$ cat config.mk
export PLATFORM = sky130hd
export DESIGN_NAME = game_display_flat
export DESIGN_NICKNAME = d
export VERILOG_FILES = /design/src/rtl/game_display_if.sv /design/src/rtl/game_display.sv /design/src/flat_wrapper.sv
export SDC_FILE = /design/constraint.sdc
export NUM_CORES = 1
export LEC_CHECK = 0
export BUFFER_PORTS_ARGS = -buffer_cell sky130_fd_sc_hd__buf_2
export CORE_MARGIN = 2
export CORE_UTILIZATION = 50
export CTS_CLUSTER_SIZE = 14
export DETAILED_ROUTE_END_ITERATION = 7
export PLACE_DENSITY = 0.8
export SYNTH_ARGS = -nofsm -noshare
export SYNTH_HDL_FRONTEND = slang
export SYNTH_SLANG_ARGS = --single-unit
$ cat constraint.sdc
create_clock -name clk -period 2.38 [get_ports clk]
set_input_delay 0.119 -clock clk [delete_from_list [all_inputs] [get_ports clk]]
set_output_delay 0.119 -clock clk [all_outputs]
set_load 0.03 [all_outputs]
$ cat src/rtl/game_display_if.sv
// game_display_if: bundles the game-side snapshot inputs and the
// 7-segment outputs of game_display.
//   player[1:0]      current player index 0..3
//   position[3:0]    current player position
//   status_code[3:0] current player status (9..15 = win)
//   an[3:0]          digit enables, active-low, an[0] rightmost
//   seg[6:0]         segments, active-low, {g,f,e,d,c,b,a}
// master drives the game values and watches the display; slave is the driver.
interface game_display_if;
  logic [1:0] player;
  logic [3:0] position;
  logic [3:0] status_code;
  logic [3:0] an;
  logic [6:0] seg;

  modport master (output player, position, status_code, input an, seg);
  modport slave  (input player, position, status_code, output an, seg);
endinterface

$ cat src/rtl/game_display.sv
// game_display: four-digit multiplexed common-anode 7-segment driver.
// Snapshots player/position/status once per frame and scans them out as
//   digit3 = player+1, digit2 = blank, digit1 = position, digit0 = status.
// The whole display blinks while the captured status is a win (> 8).
// Ports:
//   clk  system clock
//   rst  asynchronous active-high reset
//   dif  game_display_if.slave (player/position/status_code in, an/seg out)
// Parameters:
//   SCAN_DIV   clk cycles per digit slot (2..16383)
//   BLINK_DIV  frames per blink half-period (1..255)
module game_display #(
  parameter int SCAN_DIV  = 2500,
  parameter int BLINK_DIV = 25
) (
  input logic          clk,
  input logic          rst,
  game_display_if.slave dif
);

  logic [13:0] scan_cnt_q, scan_cnt_d;
  logic [1:0]  digit_idx_q, digit_idx_d;
  logic [7:0]  frame_cnt_q, frame_cnt_d;
  logic        blink_phase_q, blink_phase_d;
  logic [1:0]  sh_player_q, sh_player_d;
  logic [3:0]  sh_pos_q, sh_pos_d;
  logic [3:0]  sh_status_q, sh_status_d;
  logic [3:0]  an_q, an_d;
  logic [6:0]  seg_q, seg_d;

  logic        scan_end, frame_end, blank;
  logic [2:0]  player_num;

  function automatic logic [6:0] hex7(input logic [3:0] v);
    case (v)
      4'h0: hex7 = 7'h40;  4'h1: hex7 = 7'h79;
      4'h2: hex7 = 7'h24;  4'h3: hex7 = 7'h30;
      4'h4: hex7 = 7'h19;  4'h5: hex7 = 7'h12;
      4'h6: hex7 = 7'h02;  4'h7: hex7 = 7'h78;
      4'h8: hex7 = 7'h00;  4'h9: hex7 = 7'h10;
      4'hA: hex7 = 7'h08;  4'hB: hex7 = 7'h03;
      4'hC: hex7 = 7'h46;  4'hD: hex7 = 7'h21;
      4'hE: hex7 = 7'h06;  default: hex7 = 7'h0E;
    endcase
  endfunction

  always_comb begin
    scan_end  = (scan_cnt_q == 14'(SCAN_DIV - 1));
    frame_end = scan_end && (digit_idx_q == 2'd3);

    scan_cnt_d    = scan_end ? 14'd0 : scan_cnt_q + 14'd1;
    digit_idx_d   = scan_end ? digit_idx_q + 2'd1 : digit_idx_q;
    frame_cnt_d   = frame_cnt_q;
    blink_phase_d = blink_phase_q;
    sh_player_d   = sh_player_q;
    sh_pos_d      = sh_pos_q;
    sh_status_d   = sh_status_q;

    // Capture and blink toggle share the frame-end cycle, so the next
    // frame starts with both the new snapshot and the new phase.
    if (frame_end) begin
      sh_player_d = dif.player;
      sh_pos_d    = dif.position;
      sh_status_d = dif.status_code;
      if (frame_cnt_q == 8'(BLINK_DIV - 1)) begin
        frame_cnt_d   = 8'd0;
        blink_phase_d = ~blink_phase_q;
      end else begin
        frame_cnt_d = frame_cnt_q + 8'd1;
      end
    end

    // Outputs are one clk behind digit_idx/shadow: decode current state.
    player_num = {1'b0, sh_player_q} + 3'd1;
    blank      = (sh_status_q > 4'd8) && blink_phase_q;

    an_d = ~(4'b0001 << digit_idx_q);
    case (digit_idx_q)
      2'd0:    seg_d = hex7(sh_status_q);
      2'd1:    seg_d = hex7(sh_pos_q);
      2'd2:    seg_d = 7'h7F;
      default: seg_d = hex7({1'b0, player_num});
    endcase
    if (blank) begin
      an_d  = 4'b1111;
      seg_d = 7'h7F;
    end
  end

  always_ff @(posedge clk or posedge rst) begin
    if (rst) begin
      scan_cnt_q    <= '0;
      digit_idx_q   <= '0;
      frame_cnt_q   <= '0;
      blink_phase_q <= 1'b0;
      sh_player_q   <= '0;
      sh_pos_q      <= '0;
      sh_status_q   <= '0;
      an_q          <= 4'b1111;
      seg_q         <= 7'h7F;
    end else begin
      scan_cnt_q    <= scan_cnt_d;
      digit_idx_q   <= digit_idx_d;
      frame_cnt_q   <= frame_cnt_d;
      blink_phase_q <= blink_phase_d;
      sh_player_q   <= sh_player_d;
      sh_pos_q      <= sh_pos_d;
      sh_status_q   <= sh_status_d;
      an_q          <= an_d;
      seg_q         <= seg_d;
    end
  end

  assign dif.an  = an_q;
  assign dif.seg = seg_q;

endmodule
$ cat src/flat_wrapper.sv
// flat-port wrapper written by rule: the top's interface ports become plain ports
module game_display_flat 
#(
  parameter int SCAN_DIV  = 2500,
  parameter int BLINK_DIV = 25
)
  (clk, rst, dif_player, dif_position, dif_status_code, dif_an, dif_seg);
  game_display_if dif_i ();
  input logic clk;
  input logic rst;
  input wire logic [$bits(dif_i.player)-1:0] dif_player;
  input wire logic [$bits(dif_i.position)-1:0] dif_position;
  input wire logic [$bits(dif_i.status_code)-1:0] dif_status_code;
  output wire logic [$bits(dif_i.an)-1:0] dif_an;
  output wire logic [$bits(dif_i.seg)-1:0] dif_seg;
  assign dif_i.player = dif_player;
  assign dif_i.position = dif_position;
  assign dif_i.status_code = dif_status_code;
  assign dif_an = dif_i.an;
  assign dif_seg = dif_i.seg;
  game_display #(.SCAN_DIV(SCAN_DIV), .BLINK_DIV(BLINK_DIV)) u_core (.clk(clk), .rst(rst), .dif(dif_i));
endmodule
Yosys cells after proc, flatten, opt, wreduce, memory -nomap -nowiden
Memories as Yosys holds them, arrays and structs flattened.
Index checks and enable logic that the tools add are counted.
{"block": "op_classes", "n_eq_ne": 5, "n_reduce_logical": 4, "order_cmp": 1, "n_addsub": 4, "n_bitwise": 2, "muxes": 5, "shifts": 1}
{"operator": "7-bit one-hot mux with 3 select lines", "count": 1}
{"operator": "14-bit by 1-bit adder with 14-bit output (second input constant)", "count": 1}
{"operator": "14-bit by 12-bit == test with 1-bit output (second input constant)", "count": 1}
{"operator": "14-bit two-way mux", "count": 1}
{"operator": "8-bit by 1-bit adder with 8-bit output (second input constant)", "count": 1}
{"operator": "8-bit by 5-bit == test with 1-bit output (second input constant)", "count": 1}
{"operator": "8-bit two-way mux", "count": 1}
{"operator": "7-bit two-way mux", "count": 1}
{"operator": "2-bit == test (second input constant)", "count": 2}
{"operator": "4-bit greater-than comparator (second input constant)", "count": 1}
{"operator": "4-bit two-way mux", "count": 1}
{"operator": "4-bit inverter", "count": 1}
{"operator": "1-bit by 2-bit left shift with 4-bit output (first input constant)", "count": 1}
{"operator": "2-bit by 1-bit adder with 3-bit output (second input constant)", "count": 1}
{"operator": "2-bit by 1-bit adder with 2-bit output (second input constant)", "count": 1}
{"operator": "2-bit by 1-bit == test with 1-bit output (second input constant)", "count": 1}
{"operator": "1-bit logical AND", "count": 2}
{"operator": "2-bit zero test", "count": 1}
{"operator": "2-bit AND reduction", "count": 1}
{"operator": "1-bit inverter", "count": 1}
{"block": "totals", "reg_bits": 46, "romBits": 280, "mem_count": 3, "word_cells": 34, "input_bits": 12, "output_inout_bits": 11}
{"memory": "(name not given)", "words": 16, "width": 7, "read_ports": 1, "rd_clocked_by_memory_dff": 0, "wr": 0, "line": "game_display.sv:35", "source": "case (v)"}
{"memory": "(name not given)", "words": 16, "width": 7, "read_ports": 1, "rd_clocked_by_memory_dff": 0, "wr": 0, "line": "game_display.sv:35"}
{"memory": "(name not given)", "words": 8, "width": 7, "read_ports": 1, "rd_clocked_by_memory_dff": 0, "wr": 0, "line": "game_display.sv:35"}

Longest topological paths before layout
An unclocked memory read counts as a cell.
{"block": "logic_depth", "ltp_word": 4, "ltp_mapped": 7, "depth_no_buf": 6}

Least setup slack after synthesis
No wires, ideal clock.
{"block": "synth_path", "path_type": "flip-flop to flip-flop", "startpoint": "register u_core.scan_cnt_q[10]", "endpoint": "register u_core.frame_cnt_q[7]", "period_less_slack_ns": 2.072, "slack_ns": 0.308, "setup_time_ns": 0.079, "t_arrival_ns": 1.993, "path_buffers": 1, "t_required_ns": 2.301, "stages_incl_launch_ff": 6, "cell_sequence": "dfrtp_1 or4b_1 or4_4 buf_6 nor4_4 xor2_1"}
{"block": "synth_via", "elab_chain_cells": 2}
{"item": "from (decl)", "line": "game_display.sv:21", "source": "logic [13:0] scan_cnt_q, scan_cnt_d;"}
{"item": "from (signal assigned)", "line": "game_display.sv:102", "source": "scan_cnt_q <= scan_cnt_d;"}
{"item": "14-bit by 12-bit == test with 1-bit output", "line": "game_display.sv:48", "source": "scan_end = (scan_cnt_q == 14'(SCAN_DIV - 1));"}
{"item": "1-bit logical AND", "line": "game_display.sv:49", "source": "frame_end = scan_end && (digit_idx_q == 2'd3);"}
{"item": "to (signal assigned)", "line": "game_display.sv:104", "source": "frame_cnt_q <= frame_cnt_d;"}
{"item": "to (decl)", "line": "game_display.sv:23", "source": "logic [7:0] frame_cnt_q, frame_cnt_d;"}
Every way passes these cells.
A chain may end at the register's enable or synchronous reset.

Worst setup path after layout
Ends and elaborated chain as after synthesis.

==> results.txt <==
Detailed routing placed a total of 238 µm of wire on met3. Measured in cells, the most critical reg-to-reg path has a length of 4. sky130_fd_sc_hd__dfrtp_1 takes more of the synthesized area than any other cell. In the post-synthesis netlist, the biggest area contributors are sky130_fd_sc_hd__dfrtp_1, sky130_fd_sc_hd__ha_1, sky130_fd_sc_hd__dfstp_2, sky130_fd_sc_hd__o21ai_0, sky130_fd_sc_hd__nand2_1.

The minimum clock period came out at 2160 ps. In this run the clock root is driven by a sky130_fd_sc_hd__clkbuf_8. The kind of start point of the critical path is a flip-flop. The yosys synthesis warning count is 0.

The top-area cell type share of the netlist area is 32.2%. The synthesized flop and latch total is 46. The worst-case clock buffer depth is 2.

The number of top-level pins came out at 23. The worst register-to-register path ends at u_core.frame_cnt_q[7]. The count of final max-slew check failures came out at 0. TritonCTS built the clock tree. Once the floorplan was initialized, standard cells occupied 52.5% of the core. The min-delay analysis places its worst path in the category in -> reg. The launching element of the worst setup path is u_core.scan_cnt_q[10].

The synthesized area per cell came out at 10.1 µm². The critical path required time came out at 2610 ps. The repair_antennas step left the layout with diodes totalling 0. The number of buffers inserted during clock tree synthesis is 5. The clock sink total is 46. The maximum number of pins on one net before global-route repair came out at 47.

Row generation in the floorplan step produced 26 rows. The area growth from synthesis to layout is 11.3%. The CTS H-tree depth came out at 2.

The number of nets in the finished design came out at 331. The total routed wire length on the met1 layer is 2280 µm. The final global-route overflow total is 0.

Detailed routing inserted a total of 2035 vias. The hold slack came out at 50.4 ps. The cell count of the worst hold path came out at 2. Buffers placed on the I/O ports in this run total 22. The placer's final routability congestion estimate is 0.836. The number of different library cells in the post-synthesis netlist came out at 53.

Derived from the worst setup path, the maximum achievable clock frequency is 462 MHz. The type of the worst setup path is reg -> reg. The remaining antenna violation count is 0.

For the final routed database, the setup TNS stands at 0 ps. The detailed placer's ending HPWL came out at 3900 µm. The termination of the worst setup path is u_core.frame_cnt_q[7]. The leakage component of the power is 1.40 nW. In this run the top signal layer used is met4. The post-synth net total came out at 309.

The endpoint type of the worst setup path is a flip-flop. The number of standard cells after synthesis is 270. The reg2reg setup slack is 220 ps. Sequential elements use 42.9% of the synthesized area. The number of vias per cell after detailed routing came out at 5.61. The largest vdd supply drop is 0.312 mV.

The power density over cell area is 479 nW/µm². The via count of the first global-routing pass is 1973. The proportion of synthesized flip-flops having asynchronous set or reset came out at 100%.

Along the worst path, the maximum fanout reaches 10. The clock latency of the later-clocked register in the worst-skew pair is 300 ps. The global-route wire length before repair is 8940 µm. The transition time at the pin with the least slew margin came out at 559 ps.

The normalized max-slew margin came out at 62.7%. The remaining routing DRC violations came out at 0. The final count of hold timing violations came out at 0. The final count of negative-setup-slack endpoints is 0. For the final database, setup skew stands at 7.42 ps. Leaving out fill and tap cells, the most frequent cells in the layout are sky130_fd_sc_hd__dfrtp_1, sky130_fd_sc_hd__ha_1, sky130_fd_sc_hd__o21ai_0, sky130_fd_sc_hd__nand2_1, sky130_fd_sc_hd__buf_2. The final period utilization is 90.9%. The data arrival at the endpoint of the critical path came out at 2390 ps. The clock input transition at the sequential cells of the worst setup and hold paths is 90 ps. The routed length on met2 is 2600 µm. The startpoint of the worst register-to-register path is u_core.scan_cnt_q[10]. The flow ran to the end, and the final reports show no timing, DRC or antenna violations. The share of cells above drive strength 1 is 19.8%. The first-pass iteration count of the detailed router is 4. The initial detailed-routing violation count is 200. The summed instance area of the synthesized netlist came out at 2720 µm². Dividing the detail-routed wire length by the instance count gives 14.4 µm. Max-cap violations in this run came to 0. The placement-stage worst setup slack is 225 ps.

The total wirelength of the detailed-routed design is 5240 µm. The worst path setup slack after routing came out at 216 ps. The initial antenna violation count came out at 0. The total global-route track usage is 18.8%.

The die outline width is 77.7 µm. Setup repair after global routing left no endpoint under its margin. The post-cts gate resize count came out at 0. In this run, synthesis inferred 0 flip-flops with an integrated enable. The most common cell after layout, fill and taps aside is sky130_fd_sc_hd__dfrtp_1. The full die area is 6040 µm². The height of the die is 77.7 µm. The standard cell core area is 5170 µm². In the synthesized netlist the dominant register cell turns out to be sky130_fd_sc_hd__dfrtp_1.
==> registers in the layout, indices dropped and copies added (netlist names) <==
register / cells
u_core.scan_cnt_q: 14
u_core.frame_cnt_q: 8
u_core.dif.seg: 7
u_core.dif.an: 4
u_core.sh_pos_q: 4
u_core.sh_status_q: 4
u_core.digit_idx_q: 2
u_core.sh_player_q: 2
u_core.blink_phase_q: 1
==> metal layers <==
layer	track usage, %	vias up
met1	23.3	972
met3	4.07	16
met5	0	-
met4	7.14	0
li1	-	996
met2	31.8	51
==> worst min path at each step <==
| stage | start | endpoint | slack [ps] |
|---|---|---|---|
| after floorplan | dif_status_code[0] | u_core.sh_status_q[0] | 260 |
| after global placement | rst | u_core.scan_cnt_q[3] | 280 |
| after detailed placement | rst | u_core.scan_cnt_q[0] | 290 |
| after CTS | dif_position[2] | u_core.sh_pos_q[2] | 50 |
| after global routing | dif_position[3] | u_core.sh_pos_q[3] | 40 |
| final | dif_position[3] | u_core.sh_pos_q[3] | 50 |
==> area by class of cell <==
class                      count  area [µm²]
inverter                      16        60.1
sequential                    46        1160
multi-input combinational    195        1440
timing repair buffer          28         158
clock buffer                   5        68.8
tap                           70        87.6
clock inverter                 3        45.0
fill                         437        2150
==> critical path, stage by stage (launching register included) <==
cell and delay (ps):
sky130_fd_sc_hd__dfrtp_1 410, sky130_fd_sc_hd__or4b_1 570, sky130_fd_sc_hd__or4_4 630, sky130_fd_sc_hd__nor4_4 300, sky130_fd_sc_hd__xor2_1 180
==> power breakdown <==
part	internal (mW)	total (mW)	switching, mW
clock network	0.312	0.586	0.274
registers	0.790	0.802	0.0120
logic	0.0249	0.0611	0.0362
total	1.13	1.45	0.322
==> synthesized netlist by cell type (4+ instances only) <==
master                      n
sky130_fd_sc_hd__clkbuf_1  10
sky130_fd_sc_hd__mux2i_1    7
sky130_fd_sc_hd__o211ai_1   4
sky130_fd_sc_hd__xnor2_1    6
sky130_fd_sc_hd__nor2_1    12
sky130_fd_sc_hd__nand3_1   16
sky130_fd_sc_hd__a21oi_1    4
sky130_fd_sc_hd__dfstp_2   11
sky130_fd_sc_hd__nand2b_1   8
sky130_fd_sc_hd__nand2_1   22
sky130_fd_sc_hd__nand4_1    4
sky130_fd_sc_hd__o21ai_0   22
sky130_fd_sc_hd__dfrtp_1   35
sky130_fd_sc_hd__ha_1      27
sky130_fd_sc_hd__inv_1     16
sky130_fd_sc_hd__xor2_1     9
==> through the flow <==
stage                     total power [mW]  std cells  instance area (µm²)  utilization, %
after global placement               0.876        354                 2900            56.1
after floorplan                      0.855        270                 2720               -
after global routing                  1.50        363                 3020            58.5
final                                 1.45        363                 3020            58.5
after detailed placement             0.878        354                 2900            56.1
after CTS                             1.46        363                 3020            58.5
==> logic make-up after synthesis <==
group,synth area share [%]
flip-flops,42.9
buffers and inverters,4.33
AND/OR/NAND/NOR,18.3
AO/OA/AOI/OAI,12.6
multiplexers,4.65
adder cells (fa/ha/maj),12.4
XOR/XNOR,4.84
==> timing repair <==
action | in CTS | in global routing
hold endpoints to repair | 35 | 0
hold buffers | 1 | 0
buffers inserted | 0 | 0
Power figures use the tool's default switching activity.
